**src/rtl/imem_program_loader.sv**
```systemverilog
`default_nettype none
// ============================================================================
// Module   : imem_program_loader
// Purpose  : Writer side of the instruction memory. Receives a byte stream
//            over a valid/ready handshake, framed as a 16-bit big-endian word
//            count followed by 4*N data bytes (each word MSB first), and
//            writes the assembled 32-bit words to consecutive word addresses
//            starting at BASE_ADDR. The core is held stalled while a load is
//            running or after a load has been rejected.
// Ports    :
//   clk           in   clock, rising edge
//   rst           in   asynchronous reset, active-low
//   start         in   single-cycle request to begin a load
//   byte_in       in   [7:0] stream data byte
//   byte_valid    in   byte_in holds a valid byte
//   byte_ready    out  loader can accept a byte this cycle
//   imem_we       out  instruction memory write strobe
//   imem_addr     out  [31:0] instruction memory byte address
//   imem_wdata    out  [31:0] instruction word to write
//   cpu_hold      out  stall the pipeline (PC load / IF_ID write blocked)
//   busy          out  load in progress
//   done          out  one-cycle pulse on successful completion
//   error         out  illegal word count, sticky until next start
//   words_loaded  out  [15:0] words written in the current/last load
// Revision : 1.0  initial release
// ============================================================================
module imem_program_loader #(
  parameter logic [31:0] BASE_ADDR = 32'h0000_0000,
  parameter int          MAX_WORDS = 1024
) (
  input  logic        clk,
  input  logic        rst,
  input  logic        start,
  input  logic [7:0]  byte_in,
  input  logic        byte_valid,
  output logic        byte_ready,
  output logic        imem_we,
  output logic [31:0] imem_addr,
  output logic [31:0] imem_wdata,
  output logic        cpu_hold,
  output logic        busy,
  output logic        done,
  output logic        error,
  output logic [15:0] words_loaded
);

  localparam logic [16:0] c_max_words = 17'(MAX_WORDS);

  typedef enum logic [2:0] {
    S_IDLE   = 3'd0,
    S_LEN_HI = 3'd1,
    S_LEN_LO = 3'd2,
    S_DATA   = 3'd3,
    S_WRITE  = 3'd4,
    S_DONE   = 3'd5,
    S_ERROR  = 3'd6
  } state_t;

  state_t      r_state;
  state_t      w_next;
  logic [15:0] r_len;
  logic [1:0]  r_idx;
  logic [23:0] r_shift;
  logic [15:0] r_words;
  logic [31:0] r_addr;
  logic [31:0] r_wdata;

  logic        w_xfer;
  logic [15:0] w_len_full;

  assign w_xfer       = byte_valid && byte_ready;
  // Full count as it becomes known while the low length byte is accepted.
  assign w_len_full   = {r_len[15:8], byte_in};
  assign imem_addr    = r_addr;
  assign imem_wdata   = r_wdata;
  assign words_loaded = r_words;

  always_ff @(posedge clk or negedge rst) begin
    if (!rst) begin
      r_state <= S_IDLE;
    end else begin
      r_state <= w_next;
    end
  end

  always_comb begin
    w_next     = r_state;
    byte_ready = 1'b0;
    imem_we    = 1'b0;
    cpu_hold   = 1'b1;
    busy       = 1'b0;
    done       = 1'b0;
    error      = 1'b0;
    case (r_state)
      S_IDLE: begin
        cpu_hold = 1'b0;
        if (start) w_next = S_LEN_HI;
      end
      S_LEN_HI: begin
        byte_ready = 1'b1;
        busy       = 1'b1;
        if (w_xfer) w_next = S_LEN_LO;
      end
      S_LEN_LO: begin
        byte_ready = 1'b1;
        busy       = 1'b1;
        if (w_xfer) begin
          if (w_len_full == 16'd0)                  w_next = S_DONE;
          else if ({1'b0, w_len_full} > c_max_words) w_next = S_ERROR;
          else                                       w_next = S_DATA;
        end
      end
      S_DATA: begin
        byte_ready = 1'b1;
        busy       = 1'b1;
        if (w_xfer && r_idx == 2'd3) w_next = S_WRITE;
      end
      S_WRITE: begin
        imem_we = 1'b1;
        busy    = 1'b1;
        if (r_words + 16'd1 == r_len) w_next = S_DONE;
        else                          w_next = S_DATA;
      end
      S_DONE: begin
        done   = 1'b1;
        busy   = 1'b1;
        w_next = S_IDLE;
      end
      S_ERROR: begin
        error = 1'b1;
        if (start) w_next = S_LEN_HI;
      end
      default: begin
        cpu_hold = 1'b0;
        w_next   = S_IDLE;
      end
    endcase
  end

  // Datapath. Address and data are captured with the 4th byte so they stay
  // stable (last written values) whenever imem_we is low.
  always_ff @(posedge clk or negedge rst) begin
    if (!rst) begin
      r_len   <= 16'd0;
      r_idx   <= 2'd0;
      r_shift <= 24'd0;
      r_words <= 16'd0;
      r_addr  <= 32'd0;
      r_wdata <= 32'd0;
    end else begin
      case (r_state)
        S_IDLE, S_ERROR: begin
          if (start) r_words <= 16'd0;
        end
        S_LEN_HI: begin
          if (w_xfer) r_len[15:8] <= byte_in;
        end
        S_LEN_LO: begin
          if (w_xfer) begin
            r_len[7:0] <= byte_in;
            r_idx      <= 2'd0;
          end
        end
        S_DATA: begin
          if (w_xfer) begin
            r_idx   <= r_idx + 2'd1;
            r_shift <= {r_shift[15:0], byte_in};
            if (r_idx == 2'd3) begin
              r_wdata <= {r_shift, byte_in};
              r_addr  <= BASE_ADDR + {14'd0, r_words, 2'b00};
            end
          end
        end
        S_WRITE: begin
          r_words <= r_words + 16'd1;
        end
        default: begin
        end
      endcase
    end
  end

endmodule
`default_nettype wire

```
**config.mk**
```make
export PLATFORM = sky130hd
export DESIGN_NAME = imem_program_loader
export DESIGN_NICKNAME = d
export VERILOG_FILES = /design/src/rtl/imem_program_loader.sv
export SDC_FILE = /design/constraint.sdc
export NUM_CORES = 1
export LEC_CHECK = 0
export BUFFER_PORTS_ARGS = -buffer_cell sky130_fd_sc_hd__buf_4
export CORE_MARGIN = 2
export CORE_UTILIZATION = 30
export CTS_CLUSTER_DIAMETER = 60
export DETAILED_ROUTE_END_ITERATION = 8
export GPL_TIMING_DRIVEN = 0
export HOLD_SLACK_MARGIN = 0.06
export PLACE_DENSITY_LB_ADDON = 0.15
export SETUP_SLACK_MARGIN = 0.2
export SYNTH_ARGS = -nofsm -noshare
export SYNTH_HDL_FRONTEND = slang
export SYNTH_SLANG_ARGS = --single-unit
```
**constraint.sdc**
```tcl
create_clock -name clk -period 3.1 [get_ports clk]
set_clock_uncertainty 0.1 [all_clocks]
set_input_delay 0.155 -clock clk [delete_from_list [all_inputs] [get_ports clk]]
set_output_delay 0.155 -clock clk [all_outputs]
set_load 0.05 [all_outputs]
```
# Word-level counts from Yosys, hierarchy flattened
# Cells that the tools add are included.
# totals
ram_bits	0
out_inout_bits	86
in_bits	12
wordCells	60
memories	0
rom_bits	0
reg_bits	109
latchBits	0
# op_classes
order_cmp	1
div	0
n_shift	0
n_reduce_logical	17
eq_ne	13
n_addsub	2
mul	0
n_mux	19
bitwise	0
# ops
op	count
case mux 16 bit (2 select lines)	1
two-way mux 3 bit	7
adder 16 x 1 -> 16 bit (second input constant)	1
== test 16 bit	1
> comparator 16 x 11 -> 1 bit (second input constant)	1
zero test 16 bit	1
two-way mux 16 bit	1
case mux 3 bit (5 select lines)	1
== test 3 bit (second input constant)	3
!= test 2 bit (second input constant)	4
AND reduction 2 bit	4
== test 3 x 2 -> 1 bit (second input constant)	2
two-way mux 1 bit	6
AND reduction 3 bit	2
OR reduction 6 bit	1
OR reduction 5 bit	1
two-way mux 2 bit	2
case mux 2 bit (2 select lines)	1
AND reduction 4 bit	1
nonzero test 2 bit	2
== test 3 x 1 -> 1 bit (second input constant)	1
zero test 3 bit	1
OR reduction 3 bit	1
adder 2 x 1 -> 2 bit (second input constant)	1
other kinds (4)	5

# Longest topological paths before layout
# depth
word_depth	7
ltp_mapped	8
ltp_nobuf	7

# Worst setup path after synthesis
# OpenSTA, ideal clock, no wires.
# synth_path
kind	register -> register
start	register r_state[2]
end	register r_addr[17] (netlist: imem_addr[17])
required_ns	2.875
setup_time_ns	0.125
stages_incl_launch_ff	8
arrival_time_ns	2.489
period_less_slack_ns	2.713
path_slack_ns	0.387
path_buffers	2
path_cell_list	dfrtp_1 -> buf_1 -> inv_1 -> ha_1 -> o21bai_1 -> nand3_1 -> clkbuf_1 -> mux2_2
# synth_between
elab_chain_cells	5
word_cells_on_any_way	7
classes_between	eq/ne (3); mux (1); reduce/logical (3)
# synth_rtl
item	line_no	text
start: declaration	59	state_t r_state;
start signal: assignment	82	r_state <= w_next;
== test 3 x 2 -> 1 bit / == test 3 x 1 -> 1 bit (equally long branches)	94	case (r_state)
OR reduction 3 bit (no source line) *	n/a	
two-way mux 1 bit *	94	
via byte_ready	36	output logic byte_ready,
logical AND 1 bit *	71	assign w_xfer = byte_valid && byte_ready;
AND reduction 3 bit (no source line) *	n/a	
end signal: assignment	170	r_addr <= BASE_ADDR + {14'd0, r_words, 2'b00};
end: declaration	65	logic [31:0] r_addr;
# The timed path passes the listed nets; every way through them passes the cells marked *.
# A chain may end at the register's enable or synchronous reset.

# Worst setup path after layout
# layout_path
start	register r_words[2] (netlist: words_loaded[2])
end	register r_state[2]
# layout_between
elab_chain_cells	4
# layout_rtl
item	line_no	text
start: declaration	64	logic [15:0] r_words;
start signal: assignment	175	r_words <= r_words + 16'd1;
adder 16 x 1 -> 16 bit	121	if (r_words + 16'd1 == r_len) w_next = S_DONE;
== test 16 bit	121	
two-way mux 3 bit	121	
case mux 3 bit (5 select lines)	94	
# No other way between the ends.

==> impl_metrics.ini <==
[power_and_ir_drop]
ir_drop_mv = 0.474
power.density_nw_per_um2 = 947
power.leakage_nw = 3.27

[synthesis]
synth_area_leaders = dfrtp_1 (53%), mux2_2 (14%), nand2_1 (7.0%)
synth-main-ff-cell = dfrtp_1
yosys_warnings = 0
yosys.cell_types.count = 56
async_flop_share_pct = 100
synth-simple-area-share_pct = 16.3
synth_top_area_share_pct = 52.8
syn_area_per_cell_um2 = 10.7
synth_edf_count = 0
synth_compound_area_share_pct = 8.24
syn_inst = 483
ys_ff_latch = 109
synth_xor_area_share_pct = 3.22
netlist_area_um2 = 5160
synth_top_family_by_area = simple AND/OR/NAND/NOR gates
synth_top_area_cell = dfrtp_1
synth_mux_area_share_pct = 13.7
yosysSeqAreaShare_pct = 52.8
synth-adder-area-share_pct = 0.970

[drt]
drc_errors = 0
first_pass_iters = 4
wl_um = 13300
drt-initial-drc-count = 193
routed_via_density = 4.73
vias = 3903
ant_nets = 0
wl_per_cell_um = 16.1

[setup_path]
startpoint_type = register
cp_max_fo = 10
end_kind = register
critPathKind = reg -> reg
crit_required_ns = 3.24
crit_chain = clkbuf_2, nand4_1, nor4_1, nor2_1, o22ai_1, nor4_2, a221o_1
critPathMaxStageDelay_ns = 0.79
cp.arrival_ns = 2.81
slowest_stage = nor4_1

[global_route]
grt_overflow_total = 0
grt_start_max_net_pins = 69
track_usage_pct = 15.3
grt_pass1_vias = 3924
antenna_found_initial = 0
grt_pass1_wl_um = 21600

[cts]
cts_max_path_buffers = 2
cts_setup_buffers = 0
clk_pin_slew_ns = 0.08
clockRootBuffer = clkbuf_16
clk_latency_ns = 0.36
cts_made_buffers = 9
cts_tree = yes
numClockSinks = 109
htree_levels = 3

[placement]
dp_hpwl_um = 9780
globalplace.congestion = 0.826
io_buffers = 81
placed_cell_area_um2 = 6130

[timing]
final.period_utilization_pct = 86.2
setup_viol = 0
slew_violations = 0
slew_headroom_pct = 30.2
rsz0062_at_grt = false
min_period_ns = 2.67
max_slew.worst_pin.slew_ns = 1.04
max_freq_mhz = 374
whs_ns = 0.175
finalHoldViolCount = 0
finalSetupTns_ns = 0

[finish]
post_route_cells_drive_above_1_share_pct = 33.3
fin_area_um2 = 6590
nNetsFinal = 617
n_antenna_cell = 0
area_growth_pct = 27.7

[job]
drv_cap = 0

[die]
rows = 47
dieArea_um2 = 18300
die_h_um = 135
start_util_pct = 30.9
core_um2 = 16700
ios = 98
die_w_um = 135

[worst_hold_path]
worst_hold_path_type = in -> reg

[outcome]
status = finished clean
worst max-delay path, delay by kind of cell (launching register included):
kind | cells | cell delay (ns)
DFF | 1 | 0.41
buffers and inverters | 1 | 0.23
and+or+nand+nor | 4 | 1.28
AOI/OAI and AO/OA | 2 | 0.54
cell families after synthesis:
| kind of cell | count (synthesis) |
|---|---|
| and+or+nand+nor | 172 |
| muxes | 63 |
| other | 1 |
| xor gates and xnor gates | 19 |
| adders and majority gates | 4 |
| AOI/OAI and AO/OA | 69 |
| DFF | 109 |
| buffers and inverters | 46 |
per-stage QoR:
step	total power, mW	instances	setup slack, ns	util, %
4_1_cts	6.32	826	0.203	39.3
6_report	6.25	826	0.429	39.5
3_5_place_dp	4.98	800	0.222	36.7
5_1_grt	6.64	826	0.224	39.5
2_1_floorplan	4.16	498	0.387	-
3_3_place_gp	4.92	799	0.234	36.5
final timing paths:
check / startpoint / to / slack (ns) / cells after the start
worst min register to register: r_shift[19] / r_shift[19] / 0.38 / 2
max in group asynchronous: rst / imem_addr[4] / 1.93 / 3
worst max register to register: words_loaded[2] / r_state[2] / 0.43 / 7
worst max-delay path: words_loaded[2] / r_state[2] / 0.43 / 7
worst min-delay path: byte_valid / r_state[0] / 0.17 / 4
min in group asynchronous: rst / imem_wdata[20] / 0.23 / 2
final cells by class:
type / count / area (um^2)
sequential: 109 / 2730
timing repair buffer: 92 / 736
buffer: 36 / 209
clock buffer: 9 / 225
clock inverter: 7 / 114
fill: 1683 / 10100
tap: 220 / 275
multi-input combinational: 343 / 2270
inverter: 10 / 37.5
power by group:
group / total [mW] / switching [mW] / internal (mW) / leakage (nW)
Sequential: 2.31 / 0.399 / 1.92 / 1.44
Combinational: 2.62 / 1.67 / 0.949 / 1.67
Clock: 1.31 / 0.579 / 0.729 / 0.165
Total: 6.25 / 2.65 / 3.59 / 3.27
repair_timing:
action                                 4_1_cts  5_1_grt
resized for setup                            0       12
hold buffers                                10        0
setup endpoints to repair                    0       47
endpoints found under the hold margin       74        0
layout by cell type (no fill, tap or decap), drive strengths merged, types with 5 or more instances in the layout:
cell	n
dfrtp	109
buf	105
nand2	96
mux2	62
o21ai	31
nor2	22
clkbuf	22
conb	16
xnor2	13
inv	13
a21oi	11
dlygate4sd3	10
nand3	9
nor3	8
nor4	8
xor2	6
o31ai	6
nand2b	5
nand4	5
sequential cells by signal (all words and copies together), names as in the netlist:
register	cells
imem_addr	16
imem_wdata	32
r_idx	2
r_len	16
r_shift	24
r_state	3
words_loaded	16
layer usage:
layer | vias to the layer above | routed length [um] | share of wire [%] | track usage (%)
met2 | 75 | 6100 | 46 | 23.5
met1 | 1936 | 6450 | 49 | 21.7
li1 | 1882 | - | - | -
met3 | 10 | 508 | 3.8 | 2.69
met5 | - | 0 | 0 | 0
met4 | 0 | 211 | 1.6 | 5.73
synth_stat cells, types with 4 or more instances:
master	instances
o31ai_1	6
xnor2_1	13
buf_2	4
mux2_2	62
nor3_1	7
dfrtp_1	109
inv_1	10
nor2_1	22
clkbuf_1	9
nor2b_1	4
nand2_1	96
xor2_1	6
buf_4	16
buf_1	6
a21oi_1	11
nand3_1	8
ha_1	4
o21ai_0	31
nor4_1	4
nand2b_1	5
No activity file was read; power rests on OpenSTA's default activity.
